## src/rtl/pipe_hazard_scoreboard_if.sv

```systemverilog
// ---------------------------------------------------------------------------
// pipe_hazard_scoreboard_if
// Bundles the ID-stage view of the hazard scoreboard: the decoded operand and
// destination fields of the instruction sitting in ID, the PC-control
// handshake, and the stall / issue / forwarding results returned to ID.
//   master : the pipeline's ID stage (drives instruction fields, reads results)
//   slave  : the scoreboard itself
// Signals:
//   id_valid, rd1_addr/rd1_en, rd2_addr/rd2_en, id_dest, id_regwrite,
//   id_load, id_ctrl, pc_resolve, flush            (ID -> scoreboard)
//   data_hazard, pc_hazard, issue, fwd_sel1/2,
//   ctrl_err, stall_cnt                            (scoreboard -> ID)
// ---------------------------------------------------------------------------
interface pipe_hazard_scoreboard_if #(
    parameter int REG_AW = 5,
    parameter int STAGES = 3,
    parameter int CNT_W  = 16
);
    localparam int SW = $clog2(STAGES + 1);

    logic              id_valid;
    logic [REG_AW-1:0] rd1_addr;
    logic              rd1_en;
    logic [REG_AW-1:0] rd2_addr;
    logic              rd2_en;
    logic [REG_AW-1:0] id_dest;
    logic              id_regwrite;
    logic              id_load;
    logic              id_ctrl;
    logic              pc_resolve;
    logic              flush;

    logic              data_hazard;
    logic              pc_hazard;
    logic              issue;
    logic [SW-1:0]     fwd_sel1;
    logic [SW-1:0]     fwd_sel2;
    logic              ctrl_err;
    logic [CNT_W-1:0]  stall_cnt;

    modport master (
        output id_valid, rd1_addr, rd1_en, rd2_addr, rd2_en, id_dest,
               id_regwrite, id_load, id_ctrl, pc_resolve, flush,
        input  data_hazard, pc_hazard, issue, fwd_sel1, fwd_sel2,
               ctrl_err, stall_cnt
    );

    modport slave (
        input  id_valid, rd1_addr, rd1_en, rd2_addr, rd2_en, id_dest,
               id_regwrite, id_load, id_ctrl, pc_resolve, flush,
        output data_hazard, pc_hazard, issue, fwd_sel1, fwd_sel2,
               ctrl_err, stall_cnt
    );
endinterface

```

## src/rtl/pipe_hazard_scoreboard.sv

```systemverilog
// ---------------------------------------------------------------------------
// pipe_hazard_scoreboard
// Hazard unit beside ID. Tracks in-flight register writes in a STAGES-deep
// shift scoreboard, stalls ID on read-after-write dependences, holds ID while
// a control-transfer instruction waits for PC resolution (with a sticky
// timeout error), and counts stall cycles (saturating).
// Optional feature, macro PIPE_HAZARD_FWD_EN: ALU results at stage >=1 and
// load results at stage >=2 are forwarded instead of stalling; fwd_sel1/2
// name the youngest such stage. Without the macro every match stalls and
// fwd_sel1/2 are 0.
// Ports:
//   clk  - clock, all state on rising edge
//   rst  - asynchronous active-low reset
//   bus  - pipe_hazard_scoreboard_if.slave (ID fields in, hazard results out)
// Hazard/issue/forward outputs are combinational from inputs and state;
// ctrl_err and stall_cnt are registers.
// ---------------------------------------------------------------------------
module pipe_hazard_scoreboard #(
    parameter int REG_AW       = 5,
    parameter int STAGES       = 3,
    parameter int CTRL_TIMEOUT = 15,
    parameter int CNT_W        = 16
) (
    input  logic                    clk,
    input  logic                    rst,
    pipe_hazard_scoreboard_if.slave bus
);
    localparam int SW = $clog2(STAGES + 1);
    localparam int TW = $clog2(CTRL_TIMEOUT + 1);

    typedef enum logic [0:0] {
        ST_IDLE    = 1'b0,
        ST_WAIT_PC = 1'b1
    } state_t;

    state_t            state_r, state_nxt_s;
    logic [TW-1:0]     tmr_r, tmr_nxt_s;
    logic              ctrl_err_r, ctrl_err_nxt_s;
    logic [CNT_W-1:0]  stall_cnt_r;

    logic [STAGES-1:0] valid_r;
    logic [STAGES-1:0] regwrite_r;
    logic [STAGES-1:0] load_r;
    logic [REG_AW-1:0] dest_r [STAGES];

    logic [STAGES-1:0] match1_s, match2_s;
    logic [SW:0]       res1_s, res2_s;   // {stall, fwd_sel}
    logic              data_hazard_s, pc_hazard_s, issue_s;

`ifdef PIPE_HAZARD_FWD_EN
    // Youngest matching stage decides: it either forwards or, if its value
    // is not produced yet (stage 0, or a load still in stage 1), stalls.
    function automatic logic [SW:0] resolve_port(input logic [STAGES-1:0] m,
                                                 input logic [STAGES-1:0] ld);
        logic          found;
        logic          stall;
        logic [SW-1:0] sel;
        found = 1'b0;
        stall = 1'b0;
        sel   = {SW{1'b0}};
        for (int k = 0; k < STAGES; k++) begin
            if (m[k] && !found) begin
                found = 1'b1;
                if ((k == 0) || ((k == 1) && ld[k])) begin
                    stall = 1'b1;
                end else begin
                    sel = SW'(k);
                end
            end else begin
                found = found;
            end
        end
        return {stall, sel};
    endfunction
`else
    // No forwarding path: any in-flight write to a read register stalls.
    function automatic logic [SW:0] resolve_port(input logic [STAGES-1:0] m);
        return {|m, {SW{1'b0}}};
    endfunction

    // Load timing only matters when forwarding is built in.
    logic unused_s;
    assign unused_s = &{1'b0, bus.id_load, load_r};
`endif

    // Compare both read ports against every tracked stage
    always_comb begin
        match1_s = {STAGES{1'b0}};
        match2_s = {STAGES{1'b0}};
        for (int k = 0; k < STAGES; k++) begin
            match1_s[k] = bus.rd1_en & valid_r[k] & regwrite_r[k] &
                          (dest_r[k] == bus.rd1_addr) & (bus.rd1_addr != {REG_AW{1'b0}});
            match2_s[k] = bus.rd2_en & valid_r[k] & regwrite_r[k] &
                          (dest_r[k] == bus.rd2_addr) & (bus.rd2_addr != {REG_AW{1'b0}});
        end
    end

    // Per-port stall/forward decision and the issue condition
    always_comb begin
`ifdef PIPE_HAZARD_FWD_EN
        res1_s = resolve_port(match1_s, load_r);
        res2_s = resolve_port(match2_s, load_r);
`else
        res1_s = resolve_port(match1_s);
        res2_s = resolve_port(match2_s);
`endif
        data_hazard_s = bus.id_valid & (res1_s[SW] | res2_s[SW]);
        pc_hazard_s   = (state_r == ST_WAIT_PC);
        // Gating with rst keeps issue low while reset is held even if ID is valid.
        issue_s       = rst & bus.id_valid & ~data_hazard_s & ~pc_hazard_s & ~bus.flush;
    end

    assign bus.data_hazard = data_hazard_s;
    assign bus.pc_hazard   = pc_hazard_s;
    assign bus.issue       = issue_s;
    assign bus.fwd_sel1    = res1_s[SW-1:0];
    assign bus.fwd_sel2    = res2_s[SW-1:0];
    assign bus.ctrl_err    = ctrl_err_r;
    assign bus.stall_cnt   = stall_cnt_r;

    // Scoreboard shift: stage 0 takes the issuing instruction or a bubble
    always_ff @(posedge clk or negedge rst) begin
        if (!rst) begin
            valid_r    <= {STAGES{1'b0}};
            regwrite_r <= {STAGES{1'b0}};
            load_r     <= {STAGES{1'b0}};
            for (int k = 0; k < STAGES; k++) begin
                dest_r[k] <= {REG_AW{1'b0}};
            end
        end else if (bus.flush) begin
            valid_r <= {STAGES{1'b0}};
        end else begin
            valid_r    <= {valid_r[STAGES-2:0], issue_s};
            regwrite_r <= {regwrite_r[STAGES-2:0], bus.id_regwrite};
            load_r     <= {load_r[STAGES-2:0], bus.id_load};
            dest_r[0]  <= bus.id_dest;
            for (int k = 1; k < STAGES; k++) begin
                dest_r[k] <= dest_r[k-1];
            end
        end
    end

    // Control-hazard FSM state, wait timer and sticky timeout flag
    always_ff @(posedge clk or negedge rst) begin
        if (!rst) begin
            state_r    <= ST_IDLE;
            tmr_r      <= {TW{1'b0}};
            ctrl_err_r <= 1'b0;
        end else begin
            state_r    <= state_nxt_s;
            tmr_r      <= tmr_nxt_s;
            ctrl_err_r <= ctrl_err_nxt_s;
        end
    end

    // Control-hazard FSM next state; flush overrides everything but ctrl_err
    always_comb begin
        state_nxt_s    = state_r;
        tmr_nxt_s      = tmr_r;
        ctrl_err_nxt_s = ctrl_err_r;
        if (bus.flush) begin
            state_nxt_s = ST_IDLE;
            tmr_nxt_s   = {TW{1'b0}};
        end else begin
            case (state_r)
                ST_IDLE: begin
                    if (issue_s && bus.id_ctrl) begin
                        state_nxt_s = ST_WAIT_PC;
                        tmr_nxt_s   = {TW{1'b0}};
                    end else begin
                        state_nxt_s = ST_IDLE;
                    end
                end
                ST_WAIT_PC: begin
                    if (bus.pc_resolve) begin
                        state_nxt_s = ST_IDLE;
                        tmr_nxt_s   = {TW{1'b0}};
                    end else if (tmr_r == TW'(CTRL_TIMEOUT)) begin
                        // Timer parks at the limit; keep waiting but flag it.
                        ctrl_err_nxt_s = 1'b1;
                    end else begin
                        tmr_nxt_s = tmr_r + {{(TW-1){1'b0}}, 1'b1};
                    end
                end
                default: begin
                    state_nxt_s = ST_IDLE;
                    tmr_nxt_s   = {TW{1'b0}};
                end
            endcase
        end
    end

    // Saturating stall-cycle counter
    always_ff @(posedge clk or negedge rst) begin
        if (!rst) begin
            stall_cnt_r <= {CNT_W{1'b0}};
        end else if ((data_hazard_s || pc_hazard_s) && (stall_cnt_r != {CNT_W{1'b1}})) begin
            stall_cnt_r <= stall_cnt_r + {{(CNT_W-1){1'b0}}, 1'b1};
        end else begin
            stall_cnt_r <= stall_cnt_r;
        end
    end
endmodule
```

## src/flat_wrapper.sv

```systemverilog
// flat-port wrapper written by rule: the top's interface ports become plain ports
module pipe_hazard_scoreboard_flat 
#(
    parameter int REG_AW       = 5,
    parameter int STAGES       = 3,
    parameter int CTRL_TIMEOUT = 15,
    parameter int CNT_W        = 16
)
  (clk, rst, bus_id_valid, bus_rd1_addr, bus_rd1_en, bus_rd2_addr, bus_rd2_en, bus_id_dest, bus_id_regwrite, bus_id_load, bus_id_ctrl, bus_pc_resolve, bus_flush, bus_data_hazard, bus_pc_hazard, bus_issue, bus_fwd_sel1, bus_fwd_sel2, bus_ctrl_err, bus_stall_cnt);
  pipe_hazard_scoreboard_if #(.REG_AW(REG_AW), .STAGES(STAGES), .CNT_W(CNT_W)) bus_i ();
  input  logic clk;
  input  logic rst;
  input wire logic [$bits(bus_i.id_valid)-1:0] bus_id_valid;
  input wire logic [$bits(bus_i.rd1_addr)-1:0] bus_rd1_addr;
  input wire logic [$bits(bus_i.rd1_en)-1:0] bus_rd1_en;
  input wire logic [$bits(bus_i.rd2_addr)-1:0] bus_rd2_addr;
  input wire logic [$bits(bus_i.rd2_en)-1:0] bus_rd2_en;
  input wire logic [$bits(bus_i.id_dest)-1:0] bus_id_dest;
  input wire logic [$bits(bus_i.id_regwrite)-1:0] bus_id_regwrite;
  input wire logic [$bits(bus_i.id_load)-1:0] bus_id_load;
  input wire logic [$bits(bus_i.id_ctrl)-1:0] bus_id_ctrl;
  input wire logic [$bits(bus_i.pc_resolve)-1:0] bus_pc_resolve;
  input wire logic [$bits(bus_i.flush)-1:0] bus_flush;
  output wire logic [$bits(bus_i.data_hazard)-1:0] bus_data_hazard;
  output wire logic [$bits(bus_i.pc_hazard)-1:0] bus_pc_hazard;
  output wire logic [$bits(bus_i.issue)-1:0] bus_issue;
  output wire logic [$bits(bus_i.fwd_sel1)-1:0] bus_fwd_sel1;
  output wire logic [$bits(bus_i.fwd_sel2)-1:0] bus_fwd_sel2;
  output wire logic [$bits(bus_i.ctrl_err)-1:0] bus_ctrl_err;
  output wire logic [$bits(bus_i.stall_cnt)-1:0] bus_stall_cnt;
  assign bus_i.id_valid = bus_id_valid;
  assign bus_i.rd1_addr = bus_rd1_addr;
  assign bus_i.rd1_en = bus_rd1_en;
  assign bus_i.rd2_addr = bus_rd2_addr;
  assign bus_i.rd2_en = bus_rd2_en;
  assign bus_i.id_dest = bus_id_dest;
  assign bus_i.id_regwrite = bus_id_regwrite;
  assign bus_i.id_load = bus_id_load;
  assign bus_i.id_ctrl = bus_id_ctrl;
  assign bus_i.pc_resolve = bus_pc_resolve;
  assign bus_i.flush = bus_flush;
  assign bus_data_hazard = bus_i.data_hazard;
  assign bus_pc_hazard = bus_i.pc_hazard;
  assign bus_issue = bus_i.issue;
  assign bus_fwd_sel1 = bus_i.fwd_sel1;
  assign bus_fwd_sel2 = bus_i.fwd_sel2;
  assign bus_ctrl_err = bus_i.ctrl_err;
  assign bus_stall_cnt = bus_i.stall_cnt;
  pipe_hazard_scoreboard #(.REG_AW(REG_AW), .STAGES(STAGES), .CTRL_TIMEOUT(CTRL_TIMEOUT), .CNT_W(CNT_W)) u_core (.clk(clk), .rst(rst), .bus(bus_i));
endmodule
```

## config.mk

```make
export PLATFORM = sky130hd
export DESIGN_NAME = pipe_hazard_scoreboard_flat
export DESIGN_NICKNAME = d
export VERILOG_FILES = /design/src/rtl/pipe_hazard_scoreboard_if.sv /design/src/rtl/pipe_hazard_scoreboard.sv /design/src/flat_wrapper.sv
export SDC_FILE = /design/constraint.sdc
export NUM_CORES = 1
export LEC_CHECK = 0
export CAP_MARGIN = 10
export CORE_ASPECT_RATIO = 1.75
export CORE_UTILIZATION = 51
export DETAILED_ROUTE_END_ITERATION = 10
export GPL_ROUTABILITY_DRIVEN = 0
export PLACE_DENSITY = 0.8
export SLEW_MARGIN = 20
export SYNTH_ARGS = -nofsm -noshare
export SYNTH_HDL_FRONTEND = slang
export SYNTH_SLANG_ARGS = --single-unit
```

## constraint.sdc

```tcl
create_clock -name clk -period 2.9 [get_ports clk]
set_input_delay 0.58 -clock clk [delete_from_list [all_inputs] [get_ports clk]]
set_output_delay 0.58 -clock clk [all_outputs]
set_load 0.01 [all_outputs]
```

==> impl_metrics.tcl <==
set metrics [dict create \
    worst_pin_slew_ns 0.627 \
    overflow 0 \
    ys_async_sr_fraction_pct 100 \
    io_buffers 43 \
    path_common_cell "nand4_1" \
    core_um2 4230 \
    insertion_delay_ns 0.29 \
    antenna_found_initial 0 \
    critPathArrivalTime_ns 2.21 \
    maxCapViolCount 0 \
    mostFrequentLayoutCell "dfrtp_1" \
    routed-wl-met3_um 230 \
    placement_rows 31 \
    synthesis.area_um2 2290 \
    path_clk_slew_ns 0.08 \
    fp.dieArea_um2 4780 \
    fin_crit_ns 2.79 \
    cp-start-kind "input port" \
    drc 0 \
    synth_top_area_share_pct 46.9 \
    wire_per_inst_um 16.6 \
    status "finished clean" \
    finalMaxSlewViolations 0 \
    cts_root_buffer "clkbuf_8" \
    vias 1751 \
    skew_ns 0.00488 \
    hold_violations 0 \
    ys_ff_latch 43 \
    peakVddDrop_mv 0.451 \
    tritoncts "built" \
    fmax_mhz 359 \
    worst-path-buf-inv 3 \
    grt_max_degree 44 \
    met2WireLength_um 2970 \
    worstReg2RegStart "u_core.dest_r[14]" \
    start_util_pct 54.2 \
    pin_count 49 \
    power.total_w 0.00168 \
    path_max_fanout 3 \
    synth.avg_cell_area_um2 11.4 \
    min_path_type "in -> async" \
    period_share_pct 96.2 \
    die_h_um 90.7 \
    r2r-end "u_core.tmr_r[0]" \
    cts_buffer_depth 2 \
    fin_util_pct 72.4 \
    first_global_vias 1898 \
    ys_dominant_reg_cell "dfrtp_1" \
    yosys_warnings 0 \
    setup_viol 0 \
    synth-edff-count 0 \
    ff2ff_path_depth 13 \
    yosys.area.top_type "dfrtp_1" \
    whs_ns 0.402 \
    diodes 0 \
    wl_met1_um 1870 \
    drtAntennaViolNets 0 \
    drtPass1Iterations 5 \
    power.leakage_nw 1.35 \
    path_cells "dlygate4sd2_1 -> buf_4 -> xor2_1 -> nor4_1 -> nand4_1 -> a31o_2 -> nand4_1 -> nor3_2 -> buf_2" \
    clock-sinks 43 \
    grt_pass1_wl_um 8480 \
    die_x_um 52.7 \
    critPathRequiredTime_ns 2.32 \
    viasPerCell 5.51 \
    track_usage_pct 24.5 \
    final_nets 295 \
    crit_path_top_delay_cell "nor4_1" \
    synth_area_leaders "dfrtp_1 (47%), xor2_1 (13%), mux2_2 (9.3%)" \
    slowest_delay_ns 0.29 \
    cts.htree.levels 2 \
    cp_top_family "simple AND/OR/NAND/NOR gates" \
    maxSlewHeadroom_pct 58.2 \
    fin_setup_tns_ns 0 \
    p_per_area_nw_per_um2 548 \
    synth_seq_area_share_pct 46.9 \
    critPathCaptureType "primary output" \
    highest-signal-layer "met4" \
    cts_hold_buf 0 \
    rrSetupSlack_ns 0.50 \
    cts_buffers 5 \
    syn_inst 202 \
    layout_common_cells "dfrtp_1 (43), xor2_1 (31), clkdlybuf4s50_1 (30)" \
    crit_type "in -> out" \
    dp_hpwl_um 3910 \
    routed_wl_um 5270 \
    drive_gt1_share_pct 26.4 \
    layout-area-overhead-vs-synth_pct 33.6 \
    drtIter0Drc 7 \
    synth_cell_types 38 \
    rsz0062_at_grt "no" \
]
[metal layers]
metal	track usage [%]	vias up
li1	-	824
met1	22.7	864
met2	46.1	47
met3	5.22	16
met4	12.7	0
met5	0	-
[metrics by stage]
step | setup WS [ns] | instances | instance area [µm²]
floorplan | 0.421 | 205 | 2300
global placement | -0.537 | 306 | 2870
detailed placement | -0.552 | 306 | 2870
CTS | 0.0587 | 318 | 3060
global route | 0.0134 | 318 | 3060
finish | 0.111 | 318 | 3060
[logic make-up (layout without fill, tap and decap cells)]
| family | Yosys count | count (layout) | share of synthesized area [%] |
|---|---|---|---|
| flip-flops | 43 | 43 | 46.9 |
| buffers and inverters | 15 | 79 | 3.44 |
| adder cells (fa/ha/maj) | 2 | 2 | 1.09 |
| other | 1 | 4 | 0.164 |
| XOR/XNOR | 45 | 45 | 17.2 |
| AO/OA/AOI/OAI | 17 | 17 | 6.06 |
| AND/OR/NAND/NOR | 58 | 58 | 14.7 |
| multiplexers | 21 | 21 | 10.4 |
[how the worst max path moves through the flow]
stage | cells after the start | end | start | slack (ns)
5_1_grt | 9 | bus_issue | bus_rd2_addr[3] | 0.01
3_3_place_gp | 7 | bus_issue | bus_rd2_addr[0] | -0.54
4_1_cts | 7 | bus_issue | bus_rd2_addr[3] | 0.06
2_1_floorplan | 5 | bus_issue | bus_rd2_addr[0] | 0.42
6_report | 9 | bus_issue | bus_rd2_addr[3] | 0.11
3_5_place_dp | 9 | bus_issue | bus_rd1_addr[3] | -0.55
[report_power, final]
| part | switching (W) | total, W | internal, W | leakage, nW |
|---|---|---|---|---|
| Clock | 0.000191 | 0.000535 | 0.000344 | 0.0654 |
| Combinational | 0.000160 | 0.000373 | 0.000214 | 0.749 |
| Sequential | 0.0000959 | 0.000769 | 0.000673 | 0.538 |
| Total | 0.000447 | 0.00168 | 0.00123 | 1.35 |
[worst register-to-register path, stage by stage (launching register included)]
cell	delay, ns
dfrtp_1	0.45
xor2_2	0.23
nor4_2	0.09
nand4_1	0.10
a31o_2	0.19
nand4_1	0.16
buf_4	0.18
buf_4	0.12
buf_4	0.12
buf_4	0.12
buf_4	0.14
o21ai_4	0.19
nand2_1	0.08
mux2i_1	0.15
[registers in the layout (all words and copies together), names as in the netlist]
| name | flops |
|---|---|
| u_core.bus.stall_cnt | 16 |
| u_core.dest_r | 15 |
| u_core.regwrite_r | 3 |
| u_core.bus.ctrl_err | 1 |
| u_core.valid_r | 3 |
| u_core.tmr_r | 4 |
| u_core.bus.pc_hazard | 1 |
[cells in the mapped netlist, drive strengths merged, types with 3 or more instances]
library cell  instances
nor4                  9
dfrtp                43
inv                   7
o21ai                 8
clkbuf                3
xor2                 34
mux2                 20
nand3                 8
xnor2                11
nand2                 9
nor2                  8
buf                   5
nand4                 7
nor3                  6
[layout make-up]
cell class	instances	area, µm²
clock buffer	6	72.6
tap	49	61.3
clock inverter	2	60.1
timing repair buffer	64	564
inverter	7	26.3
multi-input combinational	147	1200
sequential	43	1080
fill	317	1160
[what timing repair did]
action	CTS	global route
pin swaps	16	4
gates resized for setup	29	4
buffers inserted	4	0
endpoints found under the setup margin	2	4
No activity file was read; power rests on OpenSTA's default activity.
